--- config.mk ---
export PLATFORM = sky130hd
export DESIGN_NAME = alu_issue
export DESIGN_NICKNAME = d
export VERILOG_FILES = /design/src/rtl/alu_pkg.sv /design/src/rtl/alu_issue_dec.sv /design/src/rtl/alu_issue.sv
export SDC_FILE = /design/constraint.sdc
export NUM_CORES = 1
export LEC_CHECK = 0
export CAP_MARGIN = 10
export CORE_ASPECT_RATIO = 0.8
export CORE_MARGIN = 3
export CORE_UTILIZATION = 49
export DETAILED_ROUTE_END_ITERATION = 6
export PLACE_DENSITY = 0.79
export SKIP_CTS_REPAIR_TIMING = 1
export SYNTH_ARGS = -nofsm -noshare
export SYNTH_HDL_FRONTEND = slang
export SYNTH_HIERARCHICAL = 1
export SYNTH_SLANG_ARGS = --single-unit
export TNS_END_PERCENT = 1
--- constraint.sdc ---
create_clock -name clk -period 5.3 [get_ports clk]
set_clock_uncertainty 0.15 [all_clocks]
set_input_delay 1.06 -clock clk [delete_from_list [all_inputs] [get_ports clk]]
set_output_delay 1.06 -clock clk [all_outputs]
set_load 0.02 [all_outputs]
--- src/rtl/alu_pkg.sv ---
// -----------------------------------------------------------------------------
// alu_pkg
// Shared definitions for the ALU issue stage of the NPC core:
//   - 4-bit ALU op codes (ALU_ADD .. ALU_EQ)
//   - RV32I major opcodes handled by the decoder
//   - issue_entry_t: one decoded instruction as held in the output registers
//   - funct3_to_op(): funct3 (+ alternate funct7 bit) to ALU op mapping
// Build option: ALU_ISSUE_BRANCH_EN adds the br_invert field to the entry.
// -----------------------------------------------------------------------------
package alu_pkg;

   localparam logic [3:0] ALU_ADD  = 4'b0000;
   localparam logic [3:0] ALU_SUB  = 4'b0001;
   localparam logic [3:0] ALU_NOT  = 4'b0010;
   localparam logic [3:0] ALU_AND  = 4'b0011;
   localparam logic [3:0] ALU_OR   = 4'b0100;
   localparam logic [3:0] ALU_XOR  = 4'b0101;
   localparam logic [3:0] ALU_SLT  = 4'b0110;
   localparam logic [3:0] ALU_SLTU = 4'b0111;
   localparam logic [3:0] ALU_SLL  = 4'b1000;
   localparam logic [3:0] ALU_SRL  = 4'b1001;
   localparam logic [3:0] ALU_SRA  = 4'b1010;
   localparam logic [3:0] ALU_EQ   = 4'b1011;

   localparam logic [6:0] OPC_OP     = 7'b0110011;
   localparam logic [6:0] OPC_OPIMM  = 7'b0010011;
   localparam logic [6:0] OPC_LUI    = 7'b0110111;
   localparam logic [6:0] OPC_AUIPC  = 7'b0010111;
   localparam logic [6:0] OPC_BRANCH = 7'b1100011;

   typedef struct packed {
      logic [31:0] r1;
      logic [31:0] r2;
      logic [3:0]  sub;
      logic        alu_enable;
      logic [4:0]  rd;
      logic        wen;
      logic        illegal;
`ifdef ALU_ISSUE_BRANCH_EN
      logic        br_invert;
`endif
   } issue_entry_t;

   // alt selects the funct7=0100000 variant (SUB / SRA); it is ignored for
   // every other funct3, legality of funct7 is checked by the decoder.
   function automatic logic [3:0] funct3_to_op(input logic [2:0] f3, input logic alt);
      logic [3:0] op;
      case (f3)
         3'b000:  op = alt ? ALU_SUB : ALU_ADD;
         3'b001:  op = ALU_SLL;
         3'b010:  op = ALU_SLT;
         3'b011:  op = ALU_SLTU;
         3'b100:  op = ALU_XOR;
         3'b101:  op = alt ? ALU_SRA : ALU_SRL;
         3'b110:  op = ALU_OR;
         default: op = ALU_AND;
      endcase
      return op;
   endfunction

endpackage

--- src/rtl/alu_issue_dec.sv ---
// -----------------------------------------------------------------------------
// alu_issue_dec
// Purely combinational RV32I ALU-class decoder.
// Ports:
//   inst      in  32  instruction word
//   pc        in  32  instruction PC (AUIPC operand)
//   rs1_data  in  32  register-file read data for rs1
//   rs2_data  in  32  register-file read data for rs2
//   entry     out     decoded issue entry
// Build option: ALU_ISSUE_BRANCH_EN enables BRANCH decode; otherwise BRANCH
// is treated as illegal.
// -----------------------------------------------------------------------------
module alu_issue_dec
   import alu_pkg::*;
(
   input  logic [31:0]  inst,
   input  logic [31:0]  pc,
   input  logic [31:0]  rs1_data,
   input  logic [31:0]  rs2_data,
   output issue_entry_t entry
);

   logic [6:0]  opcode;
   logic [6:0]  funct7;
   logic [2:0]  funct3;
   logic [4:0]  rd;
   logic [31:0] imm_i;
   logic [31:0] imm_u;
   logic        f7_zero;
   logic        f7_alt;
   logic        is_shift;
   logic        legal;
   logic        writes_rd;

   assign opcode   = inst[6:0];
   assign rd       = inst[11:7];
   assign funct3   = inst[14:12];
   assign funct7   = inst[31:25];
   assign imm_i    = {{20{inst[31]}}, inst[31:20]};
   assign imm_u    = {inst[31:12], 12'b0};
   assign f7_zero  = (funct7 == 7'b0000000);
   assign f7_alt   = (funct7 == 7'b0100000);
   assign is_shift = (funct3 == 3'b001) || (funct3 == 3'b101);

   always_comb begin
      entry     = '0;
      legal     = 1'b1;
      writes_rd = 1'b1;
      case (opcode)
         OPC_OP: begin
            entry.r1  = rs1_data;
            entry.r2  = rs2_data;
            entry.sub = funct3_to_op(funct3, f7_alt);
            // Only ADD/SUB and SRL/SRA have an alternate funct7 encoding.
            legal     = f7_zero || (f7_alt && ((funct3 == 3'b000) || (funct3 == 3'b101)));
         end
         OPC_OPIMM: begin
            entry.r1 = rs1_data;
            if (is_shift) begin
               entry.r2  = {27'b0, inst[24:20]};
               entry.sub = funct3_to_op(funct3, f7_alt);
               legal     = f7_zero || (f7_alt && (funct3 == 3'b101));
            end else begin
               // funct3 000 here is ADDI: the upper immediate bits are not funct7.
               entry.r2  = imm_i;
               entry.sub = funct3_to_op(funct3, 1'b0);
            end
         end
         OPC_LUI: begin
            entry.r2  = imm_u;
            entry.sub = ALU_ADD;
         end
         OPC_AUIPC: begin
            entry.r1  = pc;
            entry.r2  = imm_u;
            entry.sub = ALU_ADD;
         end
         OPC_BRANCH: begin
`ifdef ALU_ISSUE_BRANCH_EN
            entry.r1  = rs1_data;
            entry.r2  = rs2_data;
            writes_rd = 1'b0;
            // funct3[0] marks the negated form (BNE, BGE, BGEU).
            entry.br_invert = funct3[0];
            case (funct3[2:1])
               2'b00:   entry.sub = ALU_EQ;
               2'b10:   entry.sub = ALU_SLT;
               2'b11:   entry.sub = ALU_SLTU;
               default: legal     = 1'b0;
            endcase
`else
            legal = 1'b0;
`endif
         end
         default: legal = 1'b0;
      endcase

      if (!legal) begin
         entry         = '0;
         entry.illegal = 1'b1;
      end else begin
         entry.alu_enable = 1'b1;
         entry.rd         = writes_rd ? rd : 5'd0;
         entry.wen        = writes_rd && (rd != 5'd0);
      end
   end

endmodule

--- src/rtl/alu_issue.sv ---
// -----------------------------------------------------------------------------
// alu_issue
// Decode/issue stage feeding the ALU operand interface. One instruction per
// cycle in over valid/ready, decoded, and presented from a registered output
// stage backed by a one-entry skid register so back-pressure never drops or
// reorders instructions.
// Ports:
//   clk, rst              clock, synchronous active-high reset
//   in_valid / in_ready   upstream handshake
//   in_inst, in_pc        instruction word and its PC
//   in_rs1_data/rs2_data  register-file read data
//   out_valid / out_ready execute handshake
//   out_r1, out_r2        ALU operands
//   out_sub               ALU op code
//   out_alu_enable        ALU performs the op
//   out_rd, out_wen       destination register and write enable
//   out_illegal           instruction not decodable here
//   out_br_invert         branch result inversion (only with ALU_ISSUE_BRANCH_EN)
// Build option: ALU_ISSUE_BRANCH_EN enables BRANCH decode and out_br_invert.
// -----------------------------------------------------------------------------
module alu_issue
   import alu_pkg::*;
#(
   parameter int XLEN = 32
) (
   input  logic            clk,
   input  logic            rst,
   input  logic            in_valid,
   output logic            in_ready,
   input  logic [XLEN-1:0] in_inst,
   input  logic [XLEN-1:0] in_pc,
   input  logic [XLEN-1:0] in_rs1_data,
   input  logic [XLEN-1:0] in_rs2_data,
   output logic            out_valid,
   input  logic            out_ready,
   output logic [XLEN-1:0] out_r1,
   output logic [XLEN-1:0] out_r2,
   output logic [3:0]      out_sub,
   output logic            out_alu_enable,
   output logic [4:0]      out_rd,
   output logic            out_wen,
`ifdef ALU_ISSUE_BRANCH_EN
   output logic            out_br_invert,
`endif
   output logic            out_illegal
);

   issue_entry_t dec_entry;
   issue_entry_t main_reg;
   issue_entry_t skid_reg;
   issue_entry_t shown;
   logic         main_valid_reg;
   logic         skid_valid_reg;
   logic         ready_reg;
   logic         accept;
   logic         load_main;

   alu_issue_dec u_dec (
      .inst     (in_inst),
      .pc       (in_pc),
      .rs1_data (in_rs1_data),
      .rs2_data (in_rs2_data),
      .entry    (dec_entry)
   );

   // ready_reg mirrors !skid_valid_reg; it resets to 1 so the first cycle
   // after reset can accept, while rst itself forces every output low.
   assign in_ready  = ready_reg & ~rst;
   assign accept    = in_valid & in_ready;
   assign load_main = ~main_valid_reg | out_ready;

   always_ff @(posedge clk) begin
      if (rst) begin
         main_valid_reg <= 1'b0;
         skid_valid_reg <= 1'b0;
         ready_reg      <= 1'b1;
         main_reg       <= '0;
         skid_reg       <= '0;
      end else if (load_main) begin
         if (skid_valid_reg) begin
            // in_ready is low while the skid is full, so no accept competes here.
            main_reg       <= skid_reg;
            main_valid_reg <= 1'b1;
            skid_valid_reg <= 1'b0;
            ready_reg      <= 1'b1;
         end else if (accept) begin
            main_reg       <= dec_entry;
            main_valid_reg <= 1'b1;
         end else begin
            main_valid_reg <= 1'b0;
         end
      end else if (accept) begin
         // Main is stalled: park the newcomer behind it.
         skid_reg       <= dec_entry;
         skid_valid_reg <= 1'b1;
         ready_reg      <= 1'b0;
      end
   end

   assign shown          = rst ? '0 : main_reg;
   assign out_valid      = main_valid_reg & ~rst;
   assign out_r1         = shown.r1;
   assign out_r2         = shown.r2;
   assign out_sub        = shown.sub;
   assign out_alu_enable = shown.alu_enable;
   assign out_rd         = shown.rd;
   assign out_wen        = shown.wen;
   assign out_illegal    = shown.illegal;
`ifdef ALU_ISSUE_BRANCH_EN
   assign out_br_invert  = shown.br_invert;
`endif

endmodule

-- After elaboration in Yosys (flattened, before gate mapping)
Index checks and enable logic that the tools add are counted.
- equality and inequality tests: 12
- multiplexer cells: 20
- bitwise gates (word level): 7
- reduce and logical (&&, ||, !) cells: 17
- operators with widths (cell ; count):
    $mux 76 ; 3
    $pmux 36 s3 ; 1
    $mux 68 ; 1
    $pmux 32 s2 ; 1
    $pmux 4 s7 ; 2
    $mux 36 ; 1
    $eq 7x6->1 const B ; 3
    $eq 7x5->1 const B ; 2
    $eq 3x3->1 const B ; 3
    $mux 1 ; 8
    $logic_not 7->1 ; 1
    $mux 7 ; 1
    $eq 3x2->1 const B ; 2
    $reduce_and 2->1 ; 3
    $reduce_or 2->1 ; 3
    $reduce_bool 5->1 ; 1
    $logic_or 1x1->1 ; 4
    $reduce_bool 2->1 ; 2
    $and 1x1->1 ; 3
    $eq 3x1->1 const B ; 1
    $logic_not 3->1 ; 1
    $not 1->1 ; 3
    $pmux 1 s3 ; 1
    $logic_and 1x1->1 ; 2
    other kinds (3) ; 3
- register bits: 155
- input bits: 132
- output and inout bits: 78
- logic and storage cells: 73

-- Longest topological paths before layout
- word-level depth: 8
- mapped depth: 11
- depth with buffers taken out: 8

-- By module
Netlist, hierarchy kept.
- modules (own cells, without submodules) (module ; times used ; cells an instance ; area each (µm²) ; sequential area each (µm²)):
    alu_issue ; 1 ; 779 ; 7150.6 ; 3103.0
    alu_issue_dec ; 1 ; 234 ; 1407.6 ; 0.0

-- Least setup slack after synthesis
OpenSTA, ideal clock, no wires.
- path type: input to output
- start: in rst
- end: out in_ready
- arrival time: 1849 ps
- required time: 4090 ps
- path slack: 2241 ps
- cell stages on the path: 4
- buffers on the path: 3
- path through: buf_2 -> buf_2 -> buf_2 -> nor2b_1
- longest elaborated chain between the ends: 2
- ends and longest elaborated chain (item ; RTL line ; text):
    start, declared ; alu_issue.sv:27 ; input logic rst,
    $not 1->1 ; alu_issue.sv:68 ; assign in_ready = ready_reg & ~rst;
    $and 1x1->1 ; alu_issue.sv:68 ;
    end, declared ; alu_issue.sv:29 ; output logic in_ready,
Every way passes these cells.

-- Final worst setup path
- start: in rst
- end: out out_r1[0]
- longest elaborated chain between the ends: 1
- ends and longest elaborated chain (item ; RTL line ; text):
    $mux 76 ; alu_issue.sv:100 ; assign shown = rst ? '0 : main_reg;
    end, declared ; alu_issue.sv:36 ; output logic [XLEN-1:0] out_r1,
Every way passes these cells.

==> flow_summary.ini <==
[status]
status = completed

[synthesis]
synth_cell_types = 41
syn-cell-area_um2 = 8558
synth-seq-cells = 155
synth-seq-area-share = 0.3626
synth_area_leaders = dfxtp_1 36%, mux2i_1 8.9%, nor2b_1 8.3%
synthArstFlopShare = 0
syn_area_per_cell_um2 = 8.448
yosysTopAreaCell = dfxtp_1
syn_nets = 1145
synth_edf_count = 0
yosys_warnings = 6
ys.flop_type = dfxtp_1
synthCells = 1013
synth_top_area_frac = 0.3626

[detailed_routing]
wl_um = 23890
drtAntennaViolNets = 0
via_per_inst = 5.595
num_vias = 7755
drt_iter0_drc = 533
drc = 0
first_pass_iters = 5
wl_per_cell_um = 17.23

[clocking]
cts_buffers = 17
cts_max_level = 4
cts_sinks = 155
cts_root_buffer = clkbuf_16
cts_buffer_depth = 2
tritoncts = done
clkLatencyLatePin_ns = 0.42
path_clk_slew_ns = 0.06

[worst_hold_path]
holdPathStages = 2
hold_class = reg -> reg
min-delay-start = skid_reg[73]
hold_path_end = skid_reg[73]

[die]
num_io_pins = 210
row_count = 42
die-height_um = 124.2
die_area_um2 = 19100
start_util = 0.5089
fp.dieW_um = 153.8
core_area_um2 = 16820

[critical_path]
critPathRequiredTime_ns = 4.09
r2r_start = skid_valid_reg
crit_path_start_kind = input port
worstPathMaxFanout = 90
rr_worst_depth = 4
cp_common_cell = buf_4
reg2reg_slack_ns = 2.80
crit_type = in -> out
cpPeakStageDelay_ns = 0.70
worst_setup_path_end_kind = output port
worstPathArrival_ns = 2.85
path_cells = buf_4 -> buf_4 -> nor2b_1 -> clkdlybuf4s50_1
cpMaxStageDelayCell = buf_4
reg2reg_to = main_reg[21]

[timing]
final-setup-viol-count = 0
worst_slew_pin_slew_ns = 1.197
max_freq_mhz = 246.2
rsz0062_at_grt = no
min_period_over_period = 0.7665
slew_viol_final = 0
setup-tns-final_ns = 0
hold_viol = 0
final.min_clock_period_ns = 4.062
fin_ws_ns = 1.238
max_slew_margin = 0.1991

[final_layout]
final_common_cell = clkdlybuf4s50_1
syn_to_final_growth_pct = 30.48
drive_above_1_share = 0.1133
finalNonFillerCells = 1386
final_cell_area_um2 = 11170
fin_nets = 1285
final_cell_mix = 207 x clkdlybuf4s50_1, 154 x dfxtp_1, 127 x nor2_1, 112 x nor2b_1, 80 x nand2_1

[pwr]
peakVddDrop_v = 0.0001968
power_density_nw_per_um2 = 241.9
power.leakage_nw = 4.307
finalPower_mw = 2.701

[grt]
grt_util_met1 = 0.3260
antenna_found_initial = 1
grt_pass1_vias = 7473
grt_overflow_total = 0
grt_use_met2 = 0.3893
busiest_layer = met2
grt_use_met3 = 0.05741
grt_max_degree = 91
track_usage = 0.2425
grt_pass1_wl_um = 38520

[placement]
dp.cells = 1354
port_buffers = 209
place.gp.congestion = 0.8662
dpl_cell_area_um2 = 10580
hpwl_um = 15550
pre_cts_slack_ns = 1.175

[run]
maxCapViolCount = 0
[cell usage after synthesis (4+ instances only)]
cell,n
a21oi_1,44
a21oi_2,12
a22o_1,5
a22oi_1,26
a31oi_1,4
buf_1,4
buf_2,31
buf_4,10
buf_6,6
clkbuf_1,50
dfxtp_1,155
inv_1,9
mux2_1,18
mux2_2,58
mux2i_1,76
nand2_1,81
nand2b_1,4
nand3_1,76
nor2_1,127
nor2b_1,113
o211ai_1,76
[cell type report]
| cell class | count | area (um2) |
|---|---|---|
| sequential | 155 | 3107 |
| inverter | 9 | 33.78 |
| tap | 220 | 275.3 |
| timing repair buffer | 222 | 2220 |
| antenna | 1 | 2.502 |
| clock buffer | 19 | 442.9 |
| multi-input combinational | 748 | 4947 |
| fill | 1437 | 5649 |
| clock inverter | 12 | 138.9 |
[per-layer routing]
layer  part of all wire  vias to the layer above
met5                  0                        -
met4              0.017                        0
met3              0.057                       26
met2               0.47                      224
met1               0.46                     3708
li1                   -                     3797
[per-stage QoR]
stage	hold WS [ns]	util
floorplan	0.3156	-
global placement	0.3243	0.6293
detailed placement	0.3293	0.6293
CTS	0.3417	0.6639
global route	0.3615	0.6641
finish	0.3373	0.6641
[logic make-up after synthesis]
family | share of synthesized area
AOI/OAI and AO/OA | 0.1442
xor gates and xnor gates | 0.001024
buffers and inverters | 0.06243
DFF | 0.3626
muxes | 0.1889
and+or+nand+nor | 0.2409
[worst max-delay path, delay by kind of cell]
family,cells,cell delay [ns]
and+or+nand+nor,1,0.09
buffers and inverters,3,1.63
[how the worst max path moves through the flow]
stage | from | end | slack [ns] | depth (start not counted)
floorplan | rst | in_ready | 2.24 | 4
global placement | rst | out_r1[5] | 1.27 | 4
detailed placement | in_inst[5] | main_reg[30] | 1.18 | 10
CTS | rst | out_r1[12] | 1.25 | 4
global route | rst | out_r1[6] | 1.13 | 4
finish | rst | out_r1[0] | 1.24 | 4
[report_power, final]
part / total, mW / internal (mW) / switching [mW]
clock network: 1.22 / 0.709 / 0.507
logic: 0.312 / 0.143 / 0.169
registers: 1.17 / 1.17 / 0.00506
No activity file was read; power rests on OpenSTA's default activity.
